$ cat src/rtl/comm_link_framer.sv
// comm_link_framer: preamble/payload/parity serial framer whose line is looped back into
// a preamble-hunting receiver that delivers words and counts parity errors.
module comm_link_framer #(
   parameter int         DATA_W    = 8,
   parameter int         OUT_W     = 16,
   parameter logic [7:0] PREAMBLE  = 8'hA5,
   parameter bit         PARITY_EN = 1'b1
) (
   input  logic              sysclk,
   input  logic              reset,
   input  logic [DATA_W-1:0] data_in,
   input  logic              in_valid,
   output logic              in_ready,
   input  logic              err_inject,
   input  logic [1:0]        out_select,
   output logic [OUT_W-1:0]  data_out,
   output logic              ser_out,
   output logic              rx_valid
);
   localparam int L  = 8 + DATA_W + (PARITY_EN ? 1 : 0);
   localparam int IW = $clog2(L + 1);
   localparam int CW = $clog2(DATA_W);
   localparam logic [IW-1:0] C_PRE_END  = IW'(8);
   localparam logic [IW-1:0] C_DAT_END  = IW'(8 + DATA_W);
   localparam logic [IW-1:0] C_LEN      = IW'(L);
   localparam logic [CW-1:0] C_DAT_LAST = CW'(DATA_W - 1);

   typedef enum logic [1:0] {TX_IDLE = 2'd0, TX_PRE = 2'd1, TX_DATA = 2'd2, TX_PAR = 2'd3} tx_state_t;
   typedef enum logic [1:0] {RX_HUNT = 2'd0, RX_DATA = 2'd1, RX_PAR = 2'd2} rx_state_t;

   tx_state_t         r_tx_state, w_tx_next;
   rx_state_t         r_rx_state, w_rx_next;
   logic [IW-1:0]     r_tx_idx, w_tx_idx_inc;
   logic [L-2:0]      r_tx_sh;
   logic [7+DATA_W:0] w_tx_load;
   logic [DATA_W-1:0] r_tx_word;
   logic              r_ser, w_accept, w_tx_par;
   logic [7:0]        r_rx_sh, w_rx_sh_shift;
   logic [DATA_W-1:0] r_rx_data, w_rx_data_shift, r_rx_word, w_rx_word;
   logic [CW-1:0]     r_rx_cnt;
   logic              w_rx_last, w_deliver, w_par_err, r_rx_valid;
   logic [OUT_W-1:0]  r_err_cnt;
   logic [5:0]        w_status;

   assign w_accept     = in_valid & in_ready;
   assign w_tx_idx_inc = r_tx_idx + 1'b1;
   assign w_tx_par     = PARITY_EN & (^data_in ^ err_inject);
   assign w_tx_load    = {PREAMBLE[6:0], data_in, w_tx_par};

   always_ff @(posedge sysclk)
      if (reset) r_tx_state <= TX_IDLE;
      else r_tx_state <= w_tx_next;

   // r_tx_idx is the index of the frame bit currently on the line
   always_comb begin
      w_tx_next = r_tx_state;
      if (r_tx_state == TX_IDLE)
         w_tx_next = w_accept ? TX_PRE : TX_IDLE;
      else
         w_tx_next = (w_tx_idx_inc < C_PRE_END) ? TX_PRE :
                     (w_tx_idx_inc < C_DAT_END) ? TX_DATA :
                     (w_tx_idx_inc < C_LEN)     ? TX_PAR : TX_IDLE;
   end

   always_comb in_ready = (r_tx_state == TX_IDLE) & ~reset;

   // The shifter drains to zero by the end of the frame, so the idle line is 0
   always_ff @(posedge sysclk) begin
      if (reset) begin
         r_tx_idx  <= '0;
         r_tx_sh   <= '0;
         r_tx_word <= '0;
         r_ser     <= 1'b0;
      end else if (w_accept) begin
         r_tx_idx  <= '0;
         r_tx_sh   <= w_tx_load[7+DATA_W -: L-1];
         r_tx_word <= data_in;
         r_ser     <= PREAMBLE[7];
      end else begin
         r_tx_idx  <= (r_tx_state == TX_IDLE) ? '0 : w_tx_idx_inc;
         r_tx_sh   <= r_tx_sh << 1;
         r_ser     <= r_tx_sh[L-2];
      end
   end

   assign w_rx_sh_shift   = {r_rx_sh[6:0], r_ser};
   assign w_rx_data_shift = {r_rx_data[DATA_W-2:0], r_ser};
   assign w_rx_last       = (r_rx_cnt == C_DAT_LAST);

   always_ff @(posedge sysclk)
      if (reset) r_rx_state <= RX_HUNT;
      else r_rx_state <= w_rx_next;

   always_comb begin
      w_rx_next = RX_HUNT;
      if (r_rx_state == RX_HUNT)
         w_rx_next = (w_rx_sh_shift == PREAMBLE) ? RX_DATA : RX_HUNT;
      else if (r_rx_state == RX_DATA)
         w_rx_next = !w_rx_last ? RX_DATA : PARITY_EN ? RX_PAR : RX_HUNT;
   end

   always_comb begin
      w_deliver = (r_rx_state == RX_PAR) | ((r_rx_state == RX_DATA) & w_rx_last & ~PARITY_EN);
      w_rx_word = (r_rx_state == RX_PAR) ? r_rx_data : w_rx_data_shift;
      w_par_err = (r_rx_state == RX_PAR) & (r_ser ^ (^r_rx_data));
   end

   // Hunt register only accumulates while hunting, so it is zero on every re-entry
   always_ff @(posedge sysclk) begin
      if (reset) begin
         r_rx_sh    <= '0;
         r_rx_data  <= '0;
         r_rx_cnt   <= '0;
         r_rx_valid <= 1'b0;
         r_rx_word  <= '0;
         r_err_cnt  <= '0;
      end else begin
         r_rx_sh    <= (r_rx_state == RX_HUNT && w_rx_next == RX_HUNT) ? w_rx_sh_shift : '0;
         r_rx_data  <= (r_rx_state == RX_DATA) ? w_rx_data_shift : r_rx_data;
         r_rx_cnt   <= (r_rx_state == RX_DATA && !w_rx_last) ? r_rx_cnt + 1'b1 : '0;
         r_rx_valid <= w_deliver;
         if (w_deliver) r_rx_word <= w_rx_word;
         if (w_par_err && !(&r_err_cnt)) r_err_cnt <= r_err_cnt + 1'b1;
      end
   end

   assign w_status = {r_tx_state, r_rx_state, r_ser, in_ready};
   assign ser_out  = r_ser;
   assign rx_valid = r_rx_valid;

   always_comb
      data_out = (out_select == 2'd0) ? OUT_W'(r_tx_word) :
                 (out_select == 2'd1) ? OUT_W'(w_status) :
                 (out_select == 2'd2) ? OUT_W'(r_rx_word) : r_err_cnt;
endmodule

$ cat config.mk
export PLATFORM = sky130hd
export DESIGN_NAME = comm_link_framer
export DESIGN_NICKNAME = d
export VERILOG_FILES = /design/src/rtl/comm_link_framer.sv
export SDC_FILE = /design/constraint.sdc
export NUM_CORES = 1
export LEC_CHECK = 0
export CAP_MARGIN = 20
export CORE_MARGIN = 1.5
export CORE_UTILIZATION = 30
export CTS_CLUSTER_SIZE = 16
export DETAILED_ROUTE_END_ITERATION = 12
export HOLD_SLACK_MARGIN = 0.02
export REMOVE_ABC_BUFFERS = 1
export SYNTH_ARGS = -nofsm -noshare
export SYNTH_HDL_FRONTEND = slang
export SYNTH_SLANG_ARGS = --single-unit
$ cat constraint.sdc
create_clock -name sysclk -period 2.5 [get_ports sysclk]
set_input_delay 0.375 -clock sysclk [delete_from_list [all_inputs] [get_ports sysclk]]
set_output_delay 0.375 -clock sysclk [all_outputs]
set_load 0.05 [all_outputs]
==> metrics.log, run 1 <==
INFO  metric drt_pass_1_iters = 4
INFO  metric global_route.overflow_total = 0
INFO  metric ir_drop = 0.258 mV
INFO  metric count_leader_synth = sky130_fd_sc_hd__dfxtp_1
INFO  metric netlist.top_cell.by_area = sky130_fd_sc_hd__dfxtp_1
INFO  metric rsz_0062_raised_after_global_routing = no
INFO  metric die_height = 107 µm
INFO  metric syn_to_layout_area_delta = 25.9%
INFO  metric synth.top_cells.by_count = sky130_fd_sc_hd__dfxtp_1, sky130_fd_sc_hd__nand2_1, sky130_fd_sc_hd__a21oi_1
INFO  metric outcome = completed
INFO  metric cp_max_fo = 3
INFO  metric boundaryPins = 33
INFO  metric fin_worst_skew = 10.7 ps
INFO  metric setup_violating_endpoint_count_in_the_final_report = 0
INFO  metric drt_first_iter_violations = 113
INFO  metric maximum_number_of_pins_on_one_net_before_global_route_repair = 34
INFO  metric place.detailed.hpwl = 5320 µm
INFO  metric post_route_cells_drive_above_1_share = 16.2%
INFO  metric min-delay-path-class = flop to flop
INFO  metric worstSetupEndpointType = output pin
INFO  metric global_route.peak_usage_layer = met2
INFO  metric ratio_of_final_minimum_period_to_clock_period = 90.4%
INFO  metric io_buffers = 32
INFO  metric r2r_setup_slack = 350 ps
INFO  metric cts.htree.levels = 3
INFO  metric cts_num_sinks = 77
INFO  metric cts_max_path_buffers = 2
INFO  metric cp_data_required_time = 2120 ps
INFO  metric ctsResizeCount = 0
INFO  metric cts.root.buffer_cell = sky130_fd_sc_hd__clkbuf_8
INFO  metric power.total = 2.68 mW
INFO  metric cts_tree = done
INFO  metric floorplan.initialDensity = 31.2%
INFO  metric timing_hold_violations_final = 0
INFO  metric fin_crit = 2260 ps
INFO  metric number_of_nets_in_the_layout = 395
INFO  metric cts_inserted_buffers = 9
INFO  metric drt_drc_violations_left = 0
INFO  metric viasPerCell = 4.92
INFO  metric grt_pass1_wl = 12,200 µm
INFO  metric grt.met2_usage = 21.8%
INFO  metric area_share_of_the_largest_cell_type_after_synthesis = 47.1%
INFO  metric synth.lib_cells_used.distinct = 41
INFO  metric antenna_found_initial = 0
INFO  metric synth.cell_area = 3270 µm²
INFO  metric synth_warnings = 0
INFO  metric grt.met1_usage = 17.6%
INFO  metric yosysSeqAreaShare = 47.1%
INFO  metric clock_insertion_delay_worst_skew = 350 ps
INFO  metric tns = 0 ps
INFO  metric worst-setup-path-type = primary input to output pin
INFO  metric routabilityCongestion = 0.788
INFO  metric post_cts.repair.setup_buffers = 0
INFO  metric synthArstFlopShare = 0%
INFO  metric synth_top_flop_cell = sky130_fd_sc_hd__dfxtp_1
INFO  metric detail-route-antenna-nets = 0
INFO  metric synthCells = 342
INFO  metric core_area = 10,500 µm²
INFO  metric dp.cells = 501
INFO  metric cp.arrival = 1880 ps
INFO  metric floorplan.die.width = 107 µm
INFO  metric die_area = 11,500 µm²
INFO  metric drv.max_cap_violation_count = 0
INFO  metric wl = 7320 µm
INFO  metric maxClockFrequency = 443 MHz
INFO  metric grt_use_met3 = 2.60%
INFO  metric worst_slew_margin_relative_to_its_limit = 56.8%
INFO  metric vias = 2,546
INFO  metric post_synth_main_area_contributors = sky130_fd_sc_hd__dfxtp_1, sky130_fd_sc_hd__a22o_1, sky130_fd_sc_hd__nand2_1, sky130_fd_sc_hd__a21oi_1, sky130_fd_sc_hd__mux4_2
INFO  metric finish.utilization = 39.3%
INFO  metric post_synth.cell_area_avg = 9.56 µm²
INFO  metric wl_per_cell = 14.1 µm
INFO  metric grt_pass1_vias = 2,443
INFO  metric max_slew.worst_pin.slew = 647 ps
INFO  metric power.leakage = 1.55 nW
INFO  metric final-instance-count-excl-fill = 518
INFO  metric synth_enable_flop_cells = 0
INFO  metric power-per-cell-area = 650 nW/µm²
INFO  metric groute.usage.overall = 13.5%
INFO  metric clk_pin_slew_worst_paths = 90 ps
INFO  metric placementRows = 37
INFO  metric final_max_slew_viol_count = 0
INFO  metric cts-hold-fix-buffers = 0
INFO  metric yosys_register_bits = 77
INFO  metric cp-start-kind = primary input
INFO  metric num_antenna_cells = 0
-- cell families (layout without fill, tap and decap cells) --
logic type      Yosys count  count (layout)  synth area share (%)
simple gates            134             134                  21.7
buf+inv                  26              66                  3.02
mux                      14              14                  6.85
compound gates           68              68                  13.5
xor+xnor                 19              19                  6.28
flops                    77              77                  47.1
fa+ha+maj                 4               4                  1.53
-- cell usage in the layout (no fill, tap or decap), drive strengths merged, types with 5 or more instances in the layout --
master / count
nand4: 8
nor2b: 7
and2: 11
nor2: 16
nor3: 8
dfxtp: 77
xor2: 5
a22o: 18
or3: 6
buf: 28
a21oi: 28
mux2: 7
xnor2: 12
inv: 10
clkdlybuf4s50: 15
clkbuf: 9
nand3: 8
mux4: 6
and3: 13
and4: 5
nand2: 39
o21ai: 12
-- final cells by class --
type	count	area (µm²)
Clock buffer	9	124
Clock inverter	7	128
Fill cell	1056	6350
Inverter	7	26.3
Multi-Input combinational cell	239	1630
Sequential cell	77	1540
Tap cell	136	170
Timing Repair Buffer	43	498
-- worst max-delay path, cell delays in order --
cell and delay [ps]:
sky130_fd_sc_hd__clkdlybuf4s50_1 580, sky130_fd_sc_hd__nor3_1 90, sky130_fd_sc_hd__buf_4 160, sky130_fd_sc_hd__mux4_2 510
sky130_fd_sc_hd__buf_12 170
-- final timing paths --
| check | start | to | depth (start not counted) |
|---|---|---|---|
| worst min-delay path | r_tx_sh[9] | r_tx_sh[10] | 1 |
| worst max register to register | r_rx_state[1] | r_err_cnt[11] | 5 |
| worst max-delay path | reset | data_out[0] | 5 |
| worst min register to register | r_tx_sh[9] | r_tx_sh[10] | 1 |
-- state kept, by name (all words and copies together) (netlist names) --
signal	count
r_rx_data	8
r_tx_state	2
r_err_cnt	16
r_tx_word	8
r_rx_sh	7
r_rx_state	2
r_rx_word	8
r_rx_cnt	3
rx_valid	1
r_tx_sh	16
ser_out	1
r_tx_idx	5
-- per-stage QoR --
stage               setup slack, ps  cell area (µm²)  hold WS, ps
floorplan                      -212             3200          405
global placement                141             3860          409
detailed placement             58.0             3860          420
CTS                             219             4110          434
finish                          241             4120          430
global route                    171             4120          443
-- report_power, final --
group | leakage (nW) | internal, mW | switching (mW)
clock network | 0.126 | 0.679 | 0.483
logic | 0.796 | 0.109 | 0.127
registers | 0.625 | 1.26 | 0.0175
-- routing by layer --
metal,wire (µm),part of all wire [%],vias to the layer above
met4,191,2.6,0
met1,3480,47,1200
met3,229,3.1,14
met5,0,0,-
met2,3430,47,41
li1,-,-,1291
Power figures use the tool's default switching activity.
==> run 2, diff against run 1 <==
--- a/config.mk
+++ b/config.mk
@@ -6,11 +6,14 @@
 export NUM_CORES = 1
 export LEC_CHECK = 0
 export CAP_MARGIN = 20
+export CELL_PAD_IN_SITES_DETAIL_PLACEMENT = 0
+export CELL_PAD_IN_SITES_GLOBAL_PLACEMENT = 2
 export CORE_MARGIN = 1.5
-export CORE_UTILIZATION = 30
+export CORE_UTILIZATION = 35
 export CTS_CLUSTER_SIZE = 16
 export DETAILED_ROUTE_END_ITERATION = 12
 export HOLD_SLACK_MARGIN = 0.02
+export PLACE_DENSITY_LB_ADDON = 0.1
 export REMOVE_ABC_BUFFERS = 1
 export SYNTH_ARGS = -nofsm -noshare
 export SYNTH_HDL_FRONTEND = slang
==> run 2 against run 1 <==
  * Global-route usage rose by 3.2 points
  * Clock power is 19% lower
  * Critical path type unchanged
  * Clock skew up 0.78 ps
  * Combinational power is 4% lower
  * Critical path depth decreased by 1
  * Largest cell class unchanged
  * Via count down 0.47%
  * Register-to-register slack barely moved
  * Critical endpoint is now data_out[3]
==> metrics.log, run 2 (synthesis gave the netlist of run 1 again) <==
INFO  metric outcome = completed
INFO  metric crit_top_cell = sky130_fd_sc_hd__buf_4
INFO  metric layout.area.seq = 1540 µm²
INFO  metric fill_cell_instance_count_of_the_final_layout = 899
INFO  metric min-delay-path-class = primary input to flop
INFO  metric worst-setup-path-type = primary input to output pin
INFO  metric most-common-layout-cells = sky130_fd_sc_hd__dfxtp_1, sky130_fd_sc_hd__nand2_1, sky130_fd_sc_hd__a21oi_1
INFO  metric drt_pass_1_iters = 4
INFO  metric clock_insertion_delay_worst_skew = 340 ps
INFO  metric antenna_found_initial = 0
INFO  metric wl = 7900 µm
INFO  metric max_slew.worst_pin.slew = 743 ps
INFO  metric floorplan.die.width = 99.7 µm
INFO  metric number_of_nets_in_the_layout = 395
INFO  metric r2r_setup_slack = 340 ps
INFO  metric fin_worst_skew = 11.5 ps
INFO  metric drt_drc_violations_left = 0
INFO  metric power.total = 2.45 mW
INFO  metric finish.utilization = 43.7%
INFO  metric critical_path.cell_chain = clkdlybuf4s50_1 -> buf_4 -> mux4_2 -> buf_4
INFO  metric largestRegisters = r_err_cnt (16), r_tx_sh (16)
INFO  metric cts_inserted_buffers = 9
INFO  metric drt_first_iter_violations = 130
INFO  metric place.detailed.hpwl = 5670 µm
INFO  metric maxClockFrequency = 443 MHz
INFO  metric vias = 2,534
INFO  metric die_area = 9930 µm²
INFO  metric num_antenna_cells = 0
INFO  metric cts.root.buffer_cell = sky130_fd_sc_hd__clkbuf_8
INFO  metric grt_pass1_wl = 12,700 µm
INFO  metric multiInputGateArea = 1630 µm²
INFO  metric global_route.overflow_total = 0
INFO  metric routabilityCongestion = 0.734
INFO  metric floorplan.initialDensity = 35.7%
INFO  metric die_height = 99.7 µm
INFO  metric rsz_0062_raised_after_global_routing = no
INFO  metric setup_violating_endpoint_count_in_the_final_report = 0
INFO  metric placementRows = 35
INFO  metric cp-start-kind = primary input
INFO  metric cts_num_sinks = 77
INFO  metric fin_ws = 241 ps
INFO  metric ratio_of_final_minimum_period_to_clock_period = 90.3%
INFO  metric detail-route-antenna-nets = 0
INFO  metric cp_max_fo = 17
INFO  metric final_max_slew_viol_count = 0
INFO  metric worstSetupEndpointType = output pin
INFO  metric ir_drop = 0.258 mV
INFO  metric hold-worst-slack = 348 ps
INFO  metric cts_tree = done
INFO  metric post_route_cells_drive_above_1_share = 16.3%
INFO  metric groute.usage.overall = 16.7%
INFO  metric clk_pin_slew_worst_paths = 90 ps
INFO  metric slowest_delay = 570 ps
INFO  metric wl_per_cell = 16.1 µm
INFO  metric power.leakage = 1.51 nW
INFO  metric cts.htree.levels = 3
INFO  metric power-per-cell-area = 612 nW/µm²
INFO  metric cts-hold-fix-buffers = 0
INFO  metric worst_slew_margin_relative_to_its_limit = 50.3%
INFO  metric post_cts.repair.setup_buffers = 0
INFO  metric drv.max_cap_violation_count = 0
INFO  metric io_buffers = 32
INFO  metric layout.cells.most_common = sky130_fd_sc_hd__dfxtp_1
INFO  metric placement.setup.worst_slack = 261 ps
INFO  metric boundaryPins = 33
INFO  metric syn_to_layout_area_delta = 22.3%
INFO  metric core_area = 9150 µm²
INFO  metric grt_pass1_vias = 2,418
INFO  metric ctsResizeCount = 0
INFO  metric timing_hold_violations_final = 0
INFO  metric maximum_number_of_pins_on_one_net_before_global_route_repair = 30
INFO  metric cp_data_required_time = 2120 ps
INFO  metric timing.critical_path.slowest_stage_cell = sky130_fd_sc_hd__mux4_2
INFO  metric tns = 0 ps
INFO  metric cts_max_path_buffers = 2
INFO  metric viasPerCell = 5.15
INFO  metric fin_crit = 2260 ps
INFO  metric cp.arrival = 1880 ps
run 2: final cells by class:
class                           count  share of cell area, %
Timing Repair Buffer               43                   11.7
Tap cell                          111                   3.47
Sequential cell                    77                   38.5
Clock inverter                      6                   1.78
Clock buffer                        9                   3.10
Multi-Input combinational cell    239                   40.7
Inverter                            7                  0.657
run 2: through the flow:
stage,area [µm²],cells
2_1_floorplan,3200,323
5_1_grt,4000,492
3_5_place_dp,3800,477
4_1_cts,4000,492
6_report,4000,492
3_3_place_gp,3800,477
run 2: path summary, 6_finish.rpt:
kind / startpoint / to / cells past startpoint
min reg2reg: r_tx_sh[11] / r_tx_sh[12] / 1
max reg2reg: r_err_cnt[0] / r_err_cnt[4] / 7
min: reset / r_rx_word[1] / 2
max: out_select[1] / data_out[3] / 4
run 2: routing by layer:
layer  share of wire (%)  routed length [µm]  track usage, %  vias to the layer above
met3                 3.3                 258            4.01                        7
met4                 1.3                 106            5.85                        0
li1                    -                   -               -                     1292
met5                   0                   0               0                        -
met2                  43                3400            25.1                       54
met1                  52                4140            23.5                     1181
run 2: critical path: cells and delay by family:
family,cells,cell delay [ps]
buffers and inverters,3,930
muxes,1,570
run 2: power by group:
part	switching (mW)	total, mW	leakage (nW)	internal [mW]
Combinational	0.124	0.227	0.788	0.103
Clock	0.477	0.941	0.0923	0.465
Sequential	0.0181	1.28	0.625	1.26
Total	0.619	2.45	1.51	1.83
==> run 3, diff against run 2 <==
--- a/config.mk
+++ b/config.mk
@@ -5,7 +5,6 @@
 export SDC_FILE = /design/constraint.sdc
 export NUM_CORES = 1
 export LEC_CHECK = 0
-export CAP_MARGIN = 20
 export CELL_PAD_IN_SITES_DETAIL_PLACEMENT = 0
 export CELL_PAD_IN_SITES_GLOBAL_PLACEMENT = 2
 export CORE_MARGIN = 1.5
@@ -14,7 +13,6 @@
 export DETAILED_ROUTE_END_ITERATION = 12
 export HOLD_SLACK_MARGIN = 0.02
 export PLACE_DENSITY_LB_ADDON = 0.1
-export REMOVE_ABC_BUFFERS = 1
 export SYNTH_ARGS = -nofsm -noshare
 export SYNTH_HDL_FRONTEND = slang
 export SYNTH_SLANG_ARGS = --single-unit
==> run 3 against run 2 <==
  * Clock power is 2% higher
  * Sequential power hardly changed
  * Fmax is 2.6% higher
==> metrics.log, run 3 (synthesis gave the netlist of run 1 again) <==
INFO  metric outcome = completed
INFO  metric drv.max_cap_violation_count = 0
INFO  metric fin_worst_skew = 11.4 ps
INFO  metric combinational_share_of_power = 9.2%
INFO  metric routabilityCongestion = 0.766
INFO  metric final_max_slew_viol_count = 0
INFO  metric global_route.overflow_total = 0
INFO  metric cp_max_fo = 11
INFO  metric worst_slew_margin_relative_to_its_limit = 62.4%
INFO  metric layout.cells.most_common = sky130_fd_sc_hd__dfxtp_1
INFO  metric cts_max_path_buffers = 2
INFO  metric grt_pass1_vias = 2,470
INFO  metric syn_to_layout_area_delta = 23.1%
INFO  metric detail-route-antenna-nets = 0
INFO  metric clk_pin_slew_worst_paths = 80 ps
INFO  metric most-common-layout-cells = sky130_fd_sc_hd__dfxtp_1, sky130_fd_sc_hd__nand2_1, sky130_fd_sc_hd__a21oi_1
INFO  metric num_antenna_cells = 0
INFO  metric max_slew.worst_pin.slew = 560 ps
INFO  metric antenna_found_initial = 0
INFO  metric setup_violating_endpoint_count_in_the_final_report = 0
INFO  metric vias = 2,518
INFO  metric cp-start-kind = flop
INFO  metric reg2reg_to = r_err_cnt[5]
INFO  metric floorplan.die.width = 99.7 µm
INFO  metric r2r_setup_slack = 300 ps
INFO  metric cts-hold-fix-buffers = 0
INFO  metric min-delay-path-class = flop to flop
INFO  metric drt_first_iter_violations = 147
INFO  metric p_int = 1.84 mW
INFO  metric floorplan.initialDensity = 35.7%
INFO  metric fin_crit = 2200 ps
INFO  metric maximum_number_of_pins_on_one_net_before_global_route_repair = 35
INFO  metric final-instance-count-excl-fill = 493
INFO  metric rsz_0062_raised_after_global_routing = no
INFO  metric drt_drc_violations_left = 0
INFO  metric cts.htree.levels = 3
INFO  metric die_area = 9930 µm²
INFO  metric cts_tree = done
INFO  metric critical_path_end = r_err_cnt[5]
INFO  metric post_cts.repair.setup_buffers = 0
INFO  metric number_of_nets_in_the_layout = 395
INFO  metric ir_drop = 0.334 mV
INFO  metric grt_pass1_wl = 12,800 µm
INFO  metric power-per-cell-area = 612 nW/µm²
INFO  metric worstSetupEndpointType = flop
INFO  metric wl_per_cell = 15.4 µm
INFO  metric cp.arrival = 2490 ps
INFO  metric worstSetupStartpoint = r_err_cnt[1]
INFO  metric finish.utilization = 44.0%
INFO  metric drt_pass_1_iters = 4
INFO  metric clock_insertion_delay_worst_skew = 350 ps
INFO  metric boundaryPins = 33
INFO  metric ratio_of_final_minimum_period_to_clock_period = 88.1%
INFO  metric worst_r2r_path_depth = 7
INFO  metric fill_cell_instance_count_of_the_final_layout = 935
INFO  metric viasPerCell = 5.11
INFO  metric synth.net_count = 360
INFO  metric power.sequential.fraction = 51.9%
INFO  metric largestRegisters = r_err_cnt (16), r_tx_sh (16)
INFO  metric cts.root.buffer_cell = sky130_fd_sc_hd__clkbuf_8
INFO  metric io_buffers = 32
INFO  metric timing_hold_violations_final = 0
INFO  metric power.switching = 0.626 mW
INFO  metric place.detailed.hpwl = 5390 µm
INFO  metric power.leakage = 1.52 nW
INFO  metric cp_data_required_time = 2790 ps
INFO  metric die_height = 99.7 µm
INFO  metric core_area = 9150 µm²
INFO  metric clock_network_fraction_of_design_power = 38.8%
INFO  metric placementRows = 35
INFO  metric hold_start = r_tx_sh[14]
INFO  metric wl = 7590 µm
INFO  metric worst-setup-path-type = flop to flop
INFO  metric tns = 0 ps
INFO  metric post_route_cells_drive_above_1_share = 16.2%
INFO  metric maxClockFrequency = 454 MHz
INFO  metric groute.usage.overall = 16.6%
INFO  metric ctsResizeCount = 0
INFO  metric cts_num_sinks = 77
INFO  metric power.total = 2.46 mW
INFO  metric swShare = 25.4%
INFO  metric crit-reg2reg-launch = r_err_cnt[1]
INFO  metric cts_inserted_buffers = 9
INFO  metric dp.cells = 477
[run 3: routing by layer]
layer,global-route usage [%],part of all wire [%]
met4,6.39,2.0
met5,0,0
met2,26.3,46
met1,22.0,49
met3,4.01,3.1
[run 3: cell type report]
| type | instances | area, µm² | share of cell area, % |
|---|---|---|---|
| clock buffer | 10 | 128 | 3.17 |
| tap | 111 | 139 | 3.45 |
| timing repair buffer | 43 | 485 | 12.1 |
| inverter | 7 | 26.3 | 0.653 |
| sequential | 77 | 1540 | 38.3 |
| clock inverter | 6 | 71.3 | 1.77 |
| multi-input combinational | 239 | 1630 | 40.6 |
[run 3: worst min path at each step]
stage	endpoint	depth (start not counted)
finish	r_tx_sh[15]	1
global placement	r_tx_sh[15]	1
detailed placement	r_tx_sh[10]	1
global route	r_rx_cnt[0]	1
CTS	r_rx_cnt[0]	1
floorplan	r_rx_cnt[0]	1
[run 3: worst max-delay path: stages, from the launching register on]
cell	delay, ps
sky130_fd_sc_hd__dfxtp_1	390
sky130_fd_sc_hd__ha_1	240
sky130_fd_sc_hd__nand4_1	170
sky130_fd_sc_hd__o41a_1	450
sky130_fd_sc_hd__mux2i_1	400
sky130_fd_sc_hd__buf_4	250
sky130_fd_sc_hd__o21ai_0	100
sky130_fd_sc_hd__a21oi_1	140
[run 3: power groups by stage]
stage / clock network, mW / logic, mW / registers, mW
finish: 0.957 / 0.227 / 1.28
floorplan: 0 / 0.142 / 1.31
CTS: 1.00 / 0.231 / 1.28
detailed placement: 0 / 0.229 / 1.31
global route: 1.06 / 0.246 / 1.28
global placement: 0 / 0.230 / 1.31
[run 3: stage by stage]
stage	setup WS (ps)	hold slack, ps	area (µm²)
3_3_place_gp	310	410	3830
4_1_cts	283	436	4030
5_1_grt	52.4	449	4030
6_report	298	432	4030
2_1_floorplan	301	405	3270
3_5_place_dp	307	416	3830
